### src/rtl/disaster_alarm_monitor.sv
// Hazard alarm monitor: hysteretic thresholds, persistence FSMs, live or latched alarms,
// severity count, blinking siren and a saturating event counter.

module disaster_alarm_fsm #(
    parameter int PERSIST = 4
) (
    input  logic clk,
    input  logic rst_n,
    input  logic i_on,
    input  logic i_off,
    input  logic i_mode,
    input  logic i_ack,
    output logic o_led,
    output logic o_led_nxt,
    output logic o_enter,
    output logic o_safe
);
    localparam int CNT_W = $clog2(PERSIST + 1);

    localparam logic [1:0] S_SAFE   = 2'd0;
    localparam logic [1:0] S_ARMING = 2'd1;
    localparam logic [1:0] S_ALERT  = 2'd2;
    localparam logic [1:0] S_HELD   = 2'd3;

    logic [1:0]       r_state;
    logic [1:0]       w_state_nxt;
    logic [CNT_W-1:0] r_cnt;
    logic [CNT_W-1:0] w_cnt_nxt;

    always_comb begin
        w_state_nxt = r_state;
        w_cnt_nxt   = r_cnt;
        case (r_state)
            S_SAFE: begin
                if (i_on) begin
                    if (PERSIST == 1) begin
                        w_state_nxt = S_ALERT;
                        w_cnt_nxt   = '0;
                    end else begin
                        w_state_nxt = S_ARMING;
                        w_cnt_nxt   = CNT_W'(1);
                    end
                end
            end
            S_ARMING: begin
                if (!i_on) begin
                    w_state_nxt = S_SAFE;
                    w_cnt_nxt   = '0;
                end else if ((r_cnt + CNT_W'(1)) == CNT_W'(PERSIST)) begin
                    w_state_nxt = S_ALERT;
                    w_cnt_nxt   = '0;
                end else begin
                    w_cnt_nxt = r_cnt + CNT_W'(1);
                end
            end
            S_ALERT: begin
                if (i_off) w_state_nxt = i_mode ? S_HELD : S_SAFE;
            end
            S_HELD: begin
                // Acknowledge wins even while the hazard is still present.
                if (i_ack) w_state_nxt = S_SAFE;
            end
            default: begin
                w_state_nxt = S_SAFE;
                w_cnt_nxt   = '0;
            end
        endcase
    end

    always_ff @(posedge clk) begin
        if (!rst_n) begin
            r_state <= S_SAFE;
            r_cnt   <= '0;
        end else begin
            r_state <= w_state_nxt;
            r_cnt   <= w_cnt_nxt;
        end
    end

    assign o_led     = (r_state == S_ALERT) || (r_state == S_HELD);
    assign o_led_nxt = (w_state_nxt == S_ALERT) || (w_state_nxt == S_HELD);
    assign o_enter   = (w_state_nxt == S_ALERT) && (r_state != S_ALERT);
    assign o_safe    = (r_state == S_SAFE);
endmodule

module disaster_alarm_monitor #(
    parameter int W             = 7,
    parameter int SW            = 5,
    parameter int FLOOD_ON      = 30,
    parameter int CYCLONE_ON    = 50,
    parameter int QUAKE_ON      = 5,
    parameter int TSU_SEA_ON    = 50,
    parameter int TSU_QUAKE_SEA = 20,
    parameter int HYST          = 5,
    parameter int HYST_S        = 1,
    parameter int PERSIST       = 4,
    parameter int BLINK_DIV     = 8,
    parameter int CW            = 8
) (
    input  logic          clk,
    input  logic          rst_n,
    input  logic [W-1:0]  rain,
    input  logic [SW-1:0] seismic,
    input  logic [W-1:0]  wind,
    input  logic [W-1:0]  sea,
    input  logic          mode,
    input  logic          ack,
    output logic          flood_led,
    output logic          cyclone_led,
    output logic          earthquake_led,
    output logic          tsunami_led,
    output logic          safe_led,
    output logic          danger_led,
    output logic [2:0]    alarm_level,
    output logic          siren,
    output logic [CW-1:0] event_count
);
    localparam int NUM_HAZ = 4;
    localparam int DIV_W   = (BLINK_DIV > 1) ? $clog2(BLINK_DIV) : 1;
    localparam int SUM_W   = CW + 3;

    localparam logic [W-1:0]  L_FLOOD_ON   = W'(FLOOD_ON);
    localparam logic [W-1:0]  L_FLOOD_OFF  = W'(FLOOD_ON - HYST);
    localparam logic [W-1:0]  L_CYC_ON     = W'(CYCLONE_ON);
    localparam logic [W-1:0]  L_CYC_OFF    = W'(CYCLONE_ON - HYST);
    localparam logic [SW-1:0] L_QUAKE_ON   = SW'(QUAKE_ON);
    localparam logic [SW-1:0] L_QUAKE_OFF  = SW'(QUAKE_ON - HYST_S);
    localparam logic [W-1:0]  L_TSU_ON     = W'(TSU_SEA_ON);
    localparam logic [W-1:0]  L_TSU_OFF    = W'(TSU_SEA_ON - HYST);
    localparam logic [W-1:0]  L_TSU_QSEA   = W'(TSU_QUAKE_SEA);

    logic [NUM_HAZ-1:0] w_on;
    logic [NUM_HAZ-1:0] w_off;
    logic [NUM_HAZ-1:0] w_led;
    logic [NUM_HAZ-1:0] w_led_nxt;
    logic [NUM_HAZ-1:0] w_enter;
    logic [NUM_HAZ-1:0] w_safe;
    logic               w_tsu_quake;
    logic               w_danger_nxt;
    logic [2:0]         w_enter_cnt;
    logic [SUM_W-1:0]   w_ev_sum;

    logic [DIV_W-1:0]   r_div;
    logic               r_siren;
    logic [CW-1:0]      r_event;

    // Hazard index: 0 flood, 1 cyclone, 2 earthquake, 3 tsunami.
    assign w_tsu_quake = w_led[2] && (sea >= L_TSU_QSEA);

    assign w_on[0]  = rain >= L_FLOOD_ON;
    assign w_off[0] = rain <  L_FLOOD_OFF;
    assign w_on[1]  = wind >= L_CYC_ON;
    assign w_off[1] = wind <  L_CYC_OFF;
    assign w_on[2]  = seismic >= L_QUAKE_ON;
    assign w_off[2] = seismic <  L_QUAKE_OFF;
    assign w_on[3]  = (sea >= L_TSU_ON) || w_tsu_quake;
    assign w_off[3] = (sea <  L_TSU_OFF) && !w_tsu_quake;

    for (genvar g = 0; g < NUM_HAZ; g++) begin : g_haz
        disaster_alarm_fsm #(.PERSIST(PERSIST)) u_fsm (
            .clk       (clk),
            .rst_n     (rst_n),
            .i_on      (w_on[g]),
            .i_off     (w_off[g]),
            .i_mode    (mode),
            .i_ack     (ack),
            .o_led     (w_led[g]),
            .o_led_nxt (w_led_nxt[g]),
            .o_enter   (w_enter[g]),
            .o_safe    (w_safe[g])
        );
    end

    assign w_danger_nxt = |w_led_nxt;
    assign w_enter_cnt  = {2'b00, w_enter[0]} + {2'b00, w_enter[1]}
                        + {2'b00, w_enter[2]} + {2'b00, w_enter[3]};
    assign w_ev_sum     = SUM_W'(r_event) + SUM_W'(w_enter_cnt);

    // Divider holds at 0 on the rising edge so the first toggle lands BLINK_DIV edges later.
    always_ff @(posedge clk) begin
        if (!rst_n) begin
            r_div   <= '0;
            r_siren <= 1'b0;
        end else if (!w_danger_nxt) begin
            r_div   <= '0;
            r_siren <= 1'b0;
        end else if (danger_led) begin
            if (r_div == DIV_W'(BLINK_DIV - 1)) begin
                r_div   <= '0;
                r_siren <= ~r_siren;
            end else begin
                r_div <= r_div + DIV_W'(1);
            end
        end else begin
            r_div <= '0;
        end
    end

    always_ff @(posedge clk) begin
        if (!rst_n) begin
            r_event <= '0;
        end else if (w_ev_sum > SUM_W'({CW{1'b1}})) begin
            r_event <= '1;
        end else begin
            r_event <= w_ev_sum[CW-1:0];
        end
    end

    assign flood_led      = w_led[0];
    assign cyclone_led    = w_led[1];
    assign earthquake_led = w_led[2];
    assign tsunami_led    = w_led[3];
    assign danger_led     = |w_led;
    assign safe_led       = &w_safe;
    assign alarm_level    = {2'b00, w_led[0]} + {2'b00, w_led[1]}
                          + {2'b00, w_led[2]} + {2'b00, w_led[3]};
    assign siren          = r_siren;
    assign event_count    = r_event;
endmodule

### config.mk
export PLATFORM = sky130hd
export DESIGN_NAME = disaster_alarm_monitor
export DESIGN_NICKNAME = d
export VERILOG_FILES = /design/src/rtl/disaster_alarm_monitor.sv
export SDC_FILE = /design/constraint.sdc
export NUM_CORES = 1
export LEC_CHECK = 0
export ABC_AREA = 1
export BUFFER_PORTS_ARGS = -buffer_cell sky130_fd_sc_hd__buf_2
export CORE_MARGIN = 8
export CORE_UTILIZATION = 46
export DETAILED_ROUTE_END_ITERATION = 6
export PLACE_DENSITY = 0.77
export RECOVER_POWER = 25
export SYNTH_ARGS = -nofsm -noshare
export SYNTH_HDL_FRONTEND = slang
export SYNTH_SLANG_ARGS = --single-unit
### constraint.sdc
create_clock -name clk -period 8 [get_ports clk]
set_input_delay 0.4 -clock clk [delete_from_list [all_inputs] [get_ports clk]]
set_output_delay 0.4 -clock clk [all_outputs]
set_load 0.05 [all_outputs]
Yosys cells after proc, flatten, opt, wreduce, memory -nomap -nowiden --
Index checks and enable logic that the tools add are counted.
Cells by class: add/subtract/negate cells 12, magnitude comparators 10, equality and inequality tests 33, mux-type cells 42, bitwise gates (word level) 4, reduce and logical (&&, ||, !) cells 34
Operators with widths (count):
- $mux 2 | 21
- $mux 3 | 12
- $eq 2x2->1 const B | 16
- $pmux 2 s4 | 4
- $pmux 3 s2 | 4
- $add 3x1->3 const B | 5
- $eq 3x3->1 const B | 5
- $ge 7x5->1 const B | 2
- $ge 7x6->1 const B | 2
- $lt 7x6->1 const B | 2
- $reduce_and 2->1 | 6
- $reduce_or 4->1 | 3
- $add 8x3->9 | 1
- $gt 9x8->1 const B | 1
- $logic_or 1x1->1 | 9
- $eq 2x1->1 const B | 4
- $logic_not 2->1 | 4
- $mux 8 | 1
- $ne 2x1->1 const B | 4
- $ne 2x2->1 const B | 4
- $reduce_bool 2->1 | 4
- $lt 7x5->1 const B | 1
- $add 2x1->3 | 2
- $add 3x1->3 | 2
- other kinds (7) | 16
Storage, ports and cells: flip-flop bits (word level) 32, bits of input ports 30, output and inout bits 18, word-level logic and storage cells 146

Logic depth before layout (Yosys ltp) --
Gate-level depths: netlist of the first run.
depth after elaboration 13, gate-level depth with buffers 17, gate-level depth less buffers 17

By module --
From an unflattened synthesis of the first run, not the netlist that was laid out.
Unflattened totals: cells, all modules 319, area, all modules 2175.8 sq um
Modules (own cells, without submodules):
- disaster_alarm_fsm | instances 4, cells an instance 49, area an instance 327.8 sq um, sequential area each 100.1 sq um
- disaster_alarm_monitor | instances 1, cells an instance 123, area an instance 864.6 sq um, sequential area each 240.2 sq um

Worst setup path after synthesis of the first run --
No wires, ideal clock.
path kind register -> register, start register g_haz[0].u_fsm.r_cnt[0], end register r_event[5], in the netlist event_count[5], library setup time 0.113 ns, arrival time 2.971 ns, required time 7.887 ns, path slack 4.916 ns, cell stages (with the launch flop) 18, path buffers 0, clock period less this slack 3.084 ns, cells stage by stage dfxtp_1 ha_1 inv_1 nand2_1 nand2_1 nor2_4 nand3_2 fa_1 inv_1 fa_1 fa_1 nand3_1 nor2_1 and3_1 nand2_2 o21ai_0 o21ai_1 inv_1
On the way: cells in the longest elaborated chain, start to end 13
Ends and longest elaborated chain:
- start, declared | RTL line 27 | logic [CNT_W-1:0] r_cnt;
- start signal, assigned | RTL line 76 | r_cnt <= w_cnt_nxt;
- $add 3x1->3 * | RTL line 49 | end else if ((r_cnt + CNT_W'(1)) == CNT_W'(PERSIST)) begin
- $eq 3x3->1 * | RTL line 49
- $mux 2 * | RTL line 49
- $mux 2 * | RTL line 46 | if (!i_on) begin
- $pmux 2 s4 * | RTL line 33 | case (r_state)
- $eq 2x2->1 * | RTL line 82 | assign o_enter = (w_state_nxt == S_ALERT) && (r_state != S_ALERT);
- $logic_and 1x1->1 * | RTL line 82
- $add 1x1->2 * | RTL line 175 | assign w_enter_cnt = {2'b00, w_enter[0]} + {2'b00, w_enter[1]}
- $add 2x1->3 * | RTL line 176 | + {2'b00, w_enter[2]} + {2'b00, w_enter[3]};
- $add 3x1->3 * | RTL line 176
- $add 8x3->9 * | RTL line 177 | assign w_ev_sum = SUM_W'(r_event) + SUM_W'(w_enter_cnt);
- $gt 9x8->1 | RTL line 202 | end else if (w_ev_sum > SUM_W'({CW{1'b1}})) begin
- $mux 8 * | RTL line 202
- end signal, assigned | RTL line 205 | r_event <= w_ev_sum[CW-1:0];
- end, declared | RTL line 145 | logic [CW-1:0] r_event;
Mark *: on every way between the ends. The rest lies on a longest branch, timed or not. A chain may end at the register's enable or synchronous reset.

Worst setup path in the final report of the first run --
Same ends and word-level chain as after synthesis.

==> impl_metrics.json, run 1 <==
{
  "ys.flop_type": "sky130_fd_sc_hd__dfxtp_1",
  "netlist_top_cells_count": "61 x sky130_fd_sc_hd__nand2_1, 36 x sky130_fd_sc_hd__nor2_1, 32 x sky130_fd_sc_hd__dfxtp_1, 31 x sky130_fd_sc_hd__inv_1, 22 x sky130_fd_sc_hd__a21oi_1",
  "setup_viol": 0,
  "switching_share_pct": 24.4,
  "power_leakage_nw": 1.22,
  "grt_use_met3_pct": 4.70,
  "area_used_by_multi_input_combinational_logic_mm2": 0.00117,
  "setup_ws_ns": 4.62,
  "final_max_slew_viol_count": 0,
  "critical_path.startpoint_type": "register",
  "drcViolationCount": 0,
  "finalSetupTns_ns": 0,
  "cts_root_buffer": "sky130_fd_sc_hd__clkbuf_8",
  "floorplan_row_count": 24,
  "first_iter_violations": 68,
  "starting_density_of_the_core_pct": 46.9,
  "synth_seq_cells": 32,
  "comb_power_share_pct": 11.2,
  "final.period_utilization_pct": 42.3,
  "cap_viol_max_count": 0,
  "area_delta_synth_final_pct": 18.6,
  "post-layout-total-power_mw": 0.360,
  "cts_tree": "built",
  "vdd_drop_max_uv": 108,
  "routed_vias_inst": 4.95,
  "pin_count": 48,
  "worst-endpoint-arrival_ns": 3.56,
  "async_reset_ff_share_pct": 0,
  "pint_mw": 0.272,
  "grtUsageTotal_pct": 13.8,
  "globalRouteMet2Util_pct": 22.9,
  "min_period_ns": 3.38,
  "post-dp-hpwl_mm": 3.63,
  "finish.utilization_pct": 55.7,
  "hold_buffers": 0,
  "grtUsageMet1_pct": 16.3,
  "grt_pass1_wl_mm": 7.52,
  "post-cts-setup-buffer-count": 0,
  "hold-worst-slack_ns": 0.409,
  "via_count": 1917,
  "design.die.area_mm2": 0.00672,
  "clkPwrFrac_pct": 41.9,
  "power.density_mw_per_mm2": 151,
  "worstHoldPathType": "primary input to register",
  "number_of_port_buffers": 47,
  "endpoint_kind": "register",
  "synthTopCellsByArea": "sky130_fd_sc_hd__dfxtp_1 32%, sky130_fd_sc_hd__nand2_1 11%, sky130_fd_sc_hd__ha_1 8.8%, sky130_fd_sc_hd__nor2_1 6.8%, sky130_fd_sc_hd__inv_1 5.8%",
  "grt_busiest_layer": "met2",
  "detailed_place.area_mm2": 0.00228,
  "clk_latency_ns": 0.28,
  "dieWidth_um": 82.0,
  "clock_path_buffers": 2,
  "synthDominantAreaCellType": "sky130_fd_sc_hd__dfxtp_1",
  "gates_resized_cts_repair": 0,
  "syn-num-nets": 334,
  "postSynthCellCount": 286,
  "drtPass1Iterations": 4,
  "worst-path-max-fanout": 6,
  "crit_required_ns": 8.18,
  "synthDistinctLibCells": 31,
  "nFillCells": 425,
  "routed_wl_mm": 4.44,
  "timing_worst_setup_path_type": "register to register",
  "clock_sinks": 32,
  "finalNonFillerCells": 387,
  "fp.coreArea_mm2": 0.00426,
  "final_hold_viol_count": 0,
  "netlist.area_leader.share_pct": 32.0,
  "ys_seq_area_share_pct": 32.0,
  "grt_pass1_vias": 1796,
  "fin_worst_skew_ns": 0.00883,
  "max_slew_headroom_pct": 50.2,
  "dpl.cell_count": 379,
  "r2r_slack_ns": 4.62,
  "syn_avg_cell_area_um2": 7.00,
  "fmax_mhz": 296,
  "fin_nets": 382,
  "share_seq_of_total_power_pct": 46.9,
  "synth_edf_count": 0,
  "worst_pin_slew_ns": 0.743,
  "most_numerous_cell_in_the_yosys_netlist": "sky130_fd_sc_hd__nand2_1",
  "wl_per_cell_um": 11.5,
  "layout.area.seq_um2": 641,
  "cts_inserted_buffers": 5,
  "post-place-ws_ns": 4.72,
  "rsz0062_at_grt": "false",
  "clk_transition_reported_paths_ns": 0.07,
  "post_synth_instance_area_mm2": 0.00200,
  "run_status": "completed",
  "antenna_left": 0,
  "antennaDiodeCount": 0,
  "htree_levels": 2,
  "grt_max_degree": 28,
  "yosys_warnings": 0,
  "place_congestion": 0.802,
  "postLayoutCellArea_mm2": 0.00237,
  "grt_antenna_before_repair": 0,
  "fraction_of_layout_instances_using_a_drive_strength_above_1_pct": 21.8,
  "grt_remaining_overflow": 0,
  "p_sw_mw": 0.0877,
  "die_y_um": 82.0
}
sequential cells by signal (all words and copies together), names as in the netlist:
name and flops:
event_count 8, g_haz.u_fsm.r_cnt 12, g_haz.u_fsm.r_state 8, r_div 3
siren 1
path summary, 6_finish.rpt:
path / from / end / cells past startpoint
setup / recovery: g_haz[0].u_fsm.r_cnt[0] / event_count[5] / 17
hold / removal: mode / g_haz[1].u_fsm.r_state[0] / 3
setup reg to reg: g_haz[0].u_fsm.r_cnt[0] / event_count[5] / 17
hold reg to reg: r_div[0] / r_div[0] / 1
power by group through the flow:
stage               registers (mW)  logic (mW)  clock network (mW)
detailed placement           0.172      0.0404                   0
CTS                          0.169      0.0406               0.155
global route                 0.169      0.0460               0.161
floorplan                    0.171      0.0263                   0
finish                       0.169      0.0402               0.151
global placement             0.172      0.0397                   0
cell families after synthesis:
kind of cell	synth area share [%]
AO/OA/AOI/OAI	11.8
flip-flops	32.0
AND/OR/NAND/NOR	31.2
XOR/XNOR	3.06
adder cells (fa/ha/maj)	12.8
buffers and inverters	9.19
cells in the final DEF (no fill, tap or decap), types with 2 or more instances in the layout:
cell | Yosys | layout
sky130_fd_sc_hd__nand2_1 | 61 | 61
sky130_fd_sc_hd__inv_2 | 8 | 8
sky130_fd_sc_hd__nor2_1 | 36 | 37
sky130_fd_sc_hd__ha_1 | 14 | 14
sky130_fd_sc_hd__a21oi_1 | 22 | 22
sky130_fd_sc_hd__xnor2_1 | 3 | 3
sky130_fd_sc_hd__buf_2 | 0 | 43
sky130_fd_sc_hd__o21ai_1 | 9 | 9
sky130_fd_sc_hd__clkbuf_8 | 0 | 5
sky130_fd_sc_hd__xor2_1 | 4 | 4
sky130_fd_sc_hd__nor2_2 | 4 | 4
sky130_fd_sc_hd__dfxtp_1 | 32 | 32
sky130_fd_sc_hd__nand3_2 | 4 | 4
sky130_fd_sc_hd__nand3_1 | 18 | 18
sky130_fd_sc_hd__a211oi_1 | 2 | 2
sky130_fd_sc_hd__a31oi_1 | 4 | 4
sky130_fd_sc_hd__fa_1 | 4 | 4
sky130_fd_sc_hd__clkinv_1 | 4 | 4
sky130_fd_sc_hd__nand2_2 | 5 | 5
sky130_fd_sc_hd__clkbuf_1 | 6 | 5
sky130_fd_sc_hd__nor3_1 | 4 | 4
sky130_fd_sc_hd__inv_1 | 31 | 31
area by class of cell:
class / instances / area share, %
Tap cell: 52 / 2.74
Inverter: 43 / 6.80
Timing Repair Buffer: 47 / 9.70
Clock buffer: 6 / 3.06
Multi-Input combinational cell: 205 / 49.2
Sequential cell: 32 / 27.0
Clock inverter: 2 / 1.48
critical path: stages, from the launching register on:
cell                      delay [ns]
sky130_fd_sc_hd__dfxtp_1        0.38
sky130_fd_sc_hd__ha_1           0.18
sky130_fd_sc_hd__inv_1          0.04
sky130_fd_sc_hd__nand2_1        0.05
sky130_fd_sc_hd__nand2_1        0.06
sky130_fd_sc_hd__nor2_1         0.20
sky130_fd_sc_hd__nand3_2        0.14
sky130_fd_sc_hd__fa_1           0.52
sky130_fd_sc_hd__inv_1          0.05
sky130_fd_sc_hd__fa_1           0.46
sky130_fd_sc_hd__fa_1           0.41
sky130_fd_sc_hd__nand3_1        0.12
sky130_fd_sc_hd__nor2_1         0.07
sky130_fd_sc_hd__and3_1         0.17
sky130_fd_sc_hd__nand2_2        0.13
sky130_fd_sc_hd__o21ai_0        0.11
sky130_fd_sc_hd__o21ai_1        0.12
sky130_fd_sc_hd__inv_1          0.05
routing by layer:
layer | vias to the layer above | part of all wire (%)
li1 | 1008 | -
met1 | 850 | 46
met2 | 55 | 43
met3 | 4 | 9.2
met4 | 0 | 1.0
met5 | - | 0
Power figures use the tool's default switching activity.
==> run 2, diff against run 1 <==
--- a/config.mk
+++ b/config.mk
@@ -10,7 +10,7 @@
 export CORE_MARGIN = 8
 export CORE_UTILIZATION = 46
 export DETAILED_ROUTE_END_ITERATION = 6
-export PLACE_DENSITY = 0.77
+export PLACE_DENSITY = 0.8
 export RECOVER_POWER = 25
 export SYNTH_ARGS = -nofsm -noshare
 export SYNTH_HDL_FRONTEND = slang
==> constraint.sdc (replaced) <==
create_clock -name clk -period 3 [get_ports clk]
set_input_delay 0.15 -clock clk [delete_from_list [all_inputs] [get_ports clk]]
set_output_delay 0.15 -clock clk [all_outputs]
set_load 0.05 [all_outputs]
==> run 2 against run 1 <==
  * Combinational power rose to 3.0 times the previous value
  * Count of clock-buffer cells in the layout stayed put
  * Global-route usage rose by 0.36 points
  * Power increased by 140%
  * Via count up 2.4%
  * Wire length is 5.1% higher
  * Register-to-register slack got worse by 4.5 ns
==> impl_metrics.json, run 2 (same netlist as run 1, synthesis figures left out) <==
{
  "fraction_of_layout_instances_using_a_drive_strength_above_1_pct": 27.5,
  "layout_commonest_cell": "sky130_fd_sc_hd__nand2_1",
  "power_leakage_nw": 1.23,
  "crit_chain": "ha_4, xnor2_4, nor2_4, nand2_2, fa_1, inv_2, fa_2, fa_2, nand3_2, nor2_2, and3_4, nand2_2, o21ai_1, o21ai_1, inv_1",
  "clock_path_buffers": 2,
  "grt_pass1_wl_mm": 7.65,
  "antenna_left": 0,
  "timing_worst_setup_path_type": "register to register",
  "area_delta_synth_final_pct": 26.6,
  "worst_pin_slew_ns": 0.754,
  "mostFrequentLayoutCells": "60 x sky130_fd_sc_hd__nand2_1, 37 x sky130_fd_sc_hd__buf_2, 34 x sky130_fd_sc_hd__nor2_1, 30 x sky130_fd_sc_hd__inv_1, 28 x sky130_fd_sc_hd__dfxtp_1",
  "drtPass1Iterations": 4,
  "clk_latency_ns": 0.28,
  "finalNonFillerCells": 398,
  "routed_vias_inst": 4.93,
  "cts_tree": "built",
  "cts_inserted_buffers": 5,
  "fmax_mhz": 347,
  "detailed_place.area_mm2": 0.00232,
  "fp.coreArea_mm2": 0.00426,
  "power.density_mw_per_mm2": 346,
  "setup_viol": 0,
  "vdd_drop_max_uv": 208,
  "via_count": 1963,
  "worst-path-max-fanout": 4,
  "grtUsageTotal_pct": 14.1,
  "worstHoldPathType": "primary input to register",
  "reg2reg_depth": 15,
  "floorplan_row_count": 24,
  "final.period_utilization_pct": 95.9,
  "postLayoutCellArea_mm2": 0.00253,
  "pin_count": 48,
  "finalSetupTns_ns": 0,
  "die_y_um": 82.0,
  "hold_path_cell_cnt": 3,
  "first_iter_violations": 87,
  "crit_required_ns": 3.17,
  "critical_path_depth": 15,
  "dieWidth_um": 82.0,
  "critPathMaxStageDelay_ns": 0.52,
  "drcViolationCount": 0,
  "endpoint_kind": "register",
  "clk_transition_reported_paths_ns": 0.06,
  "clock_sinks": 32,
  "htree_levels": 2,
  "final_hold_viol_count": 0,
  "largest_reg_flops": 12,
  "antennaDiodeCount": 0,
  "max_flop_register": "g_haz.u_fsm.r_cnt",
  "starting_density_of_the_core_pct": 46.9,
  "path_buf_inv": 2,
  "critical-path-slowest-cell": "sky130_fd_sc_hd__fa_1",
  "grt_antenna_before_repair": 0,
  "cap_viol_max_count": 0,
  "number_of_port_buffers": 47,
  "fin_nets": 394,
  "min_period_ns": 2.88,
  "routed_wl_mm": 4.66,
  "critical_path.top_delay_family": "adder cells",
  "design.die.area_mm2": 0.00672,
  "max_slew_headroom_pct": 49.4,
  "post-dp-hpwl_mm": 3.66,
  "grt_pass1_vias": 1841,
  "critical_path.startpoint_type": "register",
  "wl_per_cell_um": 11.7,
  "place_congestion": 0.809,
  "worst-endpoint-arrival_ns": 3.05,
  "grt_max_degree": 28,
  "cts_root_buffer": "sky130_fd_sc_hd__clkbuf_8",
  "run_status": "completed",
  "final_max_slew_viol_count": 0,
  "dpl.cell_count": 384,
  "grt_remaining_overflow": 0,
  "fin_worst_skew_ns": 0.00476
}
-- run 2: changes by cell type in the layout (fill, tap and decap cells not counted), moves of 2 or more --
cell,delta
sky130_fd_sc_hd__ha_4,+3
sky130_fd_sc_hd__nor2_4,+2
sky130_fd_sc_hd__fa_2,+2
sky130_fd_sc_hd__buf_4,+11
sky130_fd_sc_hd__fa_1,-2
sky130_fd_sc_hd__ha_1,-3
sky130_fd_sc_hd__dfxtp_4,+3
sky130_fd_sc_hd__buf_2,-6
sky130_fd_sc_hd__dfxtp_1,-4
sky130_fd_sc_hd__nor2_1,-3
sky130_fd_sc_hd__clkbuf_1,+6
-- run 2: power by group --
group / switching, mW / internal (mW) / total (mW)
Combinational: 0.0709 / 0.0494 / 0.120
Sequential: 0.0142 / 0.437 / 0.451
Clock: 0.148 / 0.157 / 0.306
-- run 2: final timing paths --
kind                          to                     from  slack [ns]
setup / recovery  event_count[5]  g_haz[2].u_fsm.r_cnt[0]        0.12
hold / removal             siren                    rst_n        0.16
setup reg to reg  event_count[5]  g_haz[2].u_fsm.r_cnt[0]        0.12
hold reg to reg         r_div[0]                 r_div[0]        0.42
-- run 2: layer usage --
metal	GRT usage [%]	part of all wire (%)
met1	17.2	44
met2	24.0	50
met3	4.16	6.5
met5	0	0
met4	3.16	0.39
-- run 2: cell type report --
cell class / count / area, um2
clock buffer: 6 / 72.6
clock inverter: 1 / 5.00
fill: 407 / 1730
inverter: 43 / 161
multi-input combinational: 205 / 1260
sequential: 32 / 653
tap: 52 / 65.1
timing repair buffer: 59 / 317
-- run 2: worst register-to-register path, stage by stage (launching register included) --
cell,delay (ns)
sky130_fd_sc_hd__dfxtp_4,0.36
sky130_fd_sc_hd__ha_4,0.18
sky130_fd_sc_hd__xnor2_4,0.13
sky130_fd_sc_hd__nor2_4,0.12
sky130_fd_sc_hd__nand2_2,0.07
sky130_fd_sc_hd__fa_1,0.52
sky130_fd_sc_hd__inv_2,0.04
sky130_fd_sc_hd__fa_2,0.40
sky130_fd_sc_hd__fa_2,0.37
sky130_fd_sc_hd__nand3_2,0.09
sky130_fd_sc_hd__nor2_2,0.05
sky130_fd_sc_hd__and3_4,0.15
sky130_fd_sc_hd__nand2_2,0.05
sky130_fd_sc_hd__o21ai_1,0.06
sky130_fd_sc_hd__o21ai_1,0.13
sky130_fd_sc_hd__inv_1,0.05
-- run 2: what timing repair did --
item                                    CTS  global route
hold buffers                              0             0
buffers inserted                          3             4
endpoints found under the hold margin     0             0
endpoints found under the setup margin    7             7
pin swaps                                 3             9
resized for setup                         3            21
-- run 2: per-stage QoR --
stage / hold slack (ns) / worst slack, ns / utilization (%) / power (mW)
after global placement: 0.409 / 0.0275 / 54.4 / 0.566
after floorplan: 0.255 / 0.0246 / - / 0.527
after detailed placement: 0.413 / -0.0803 / 54.4 / 0.568
final: 0.157 / 0.122 / 59.4 / 0.877
after CTS: 0.121 / 0.0108 / 57.0 / 0.876
after global routing: 0.161 / -0.0213 / 59.4 / 0.925
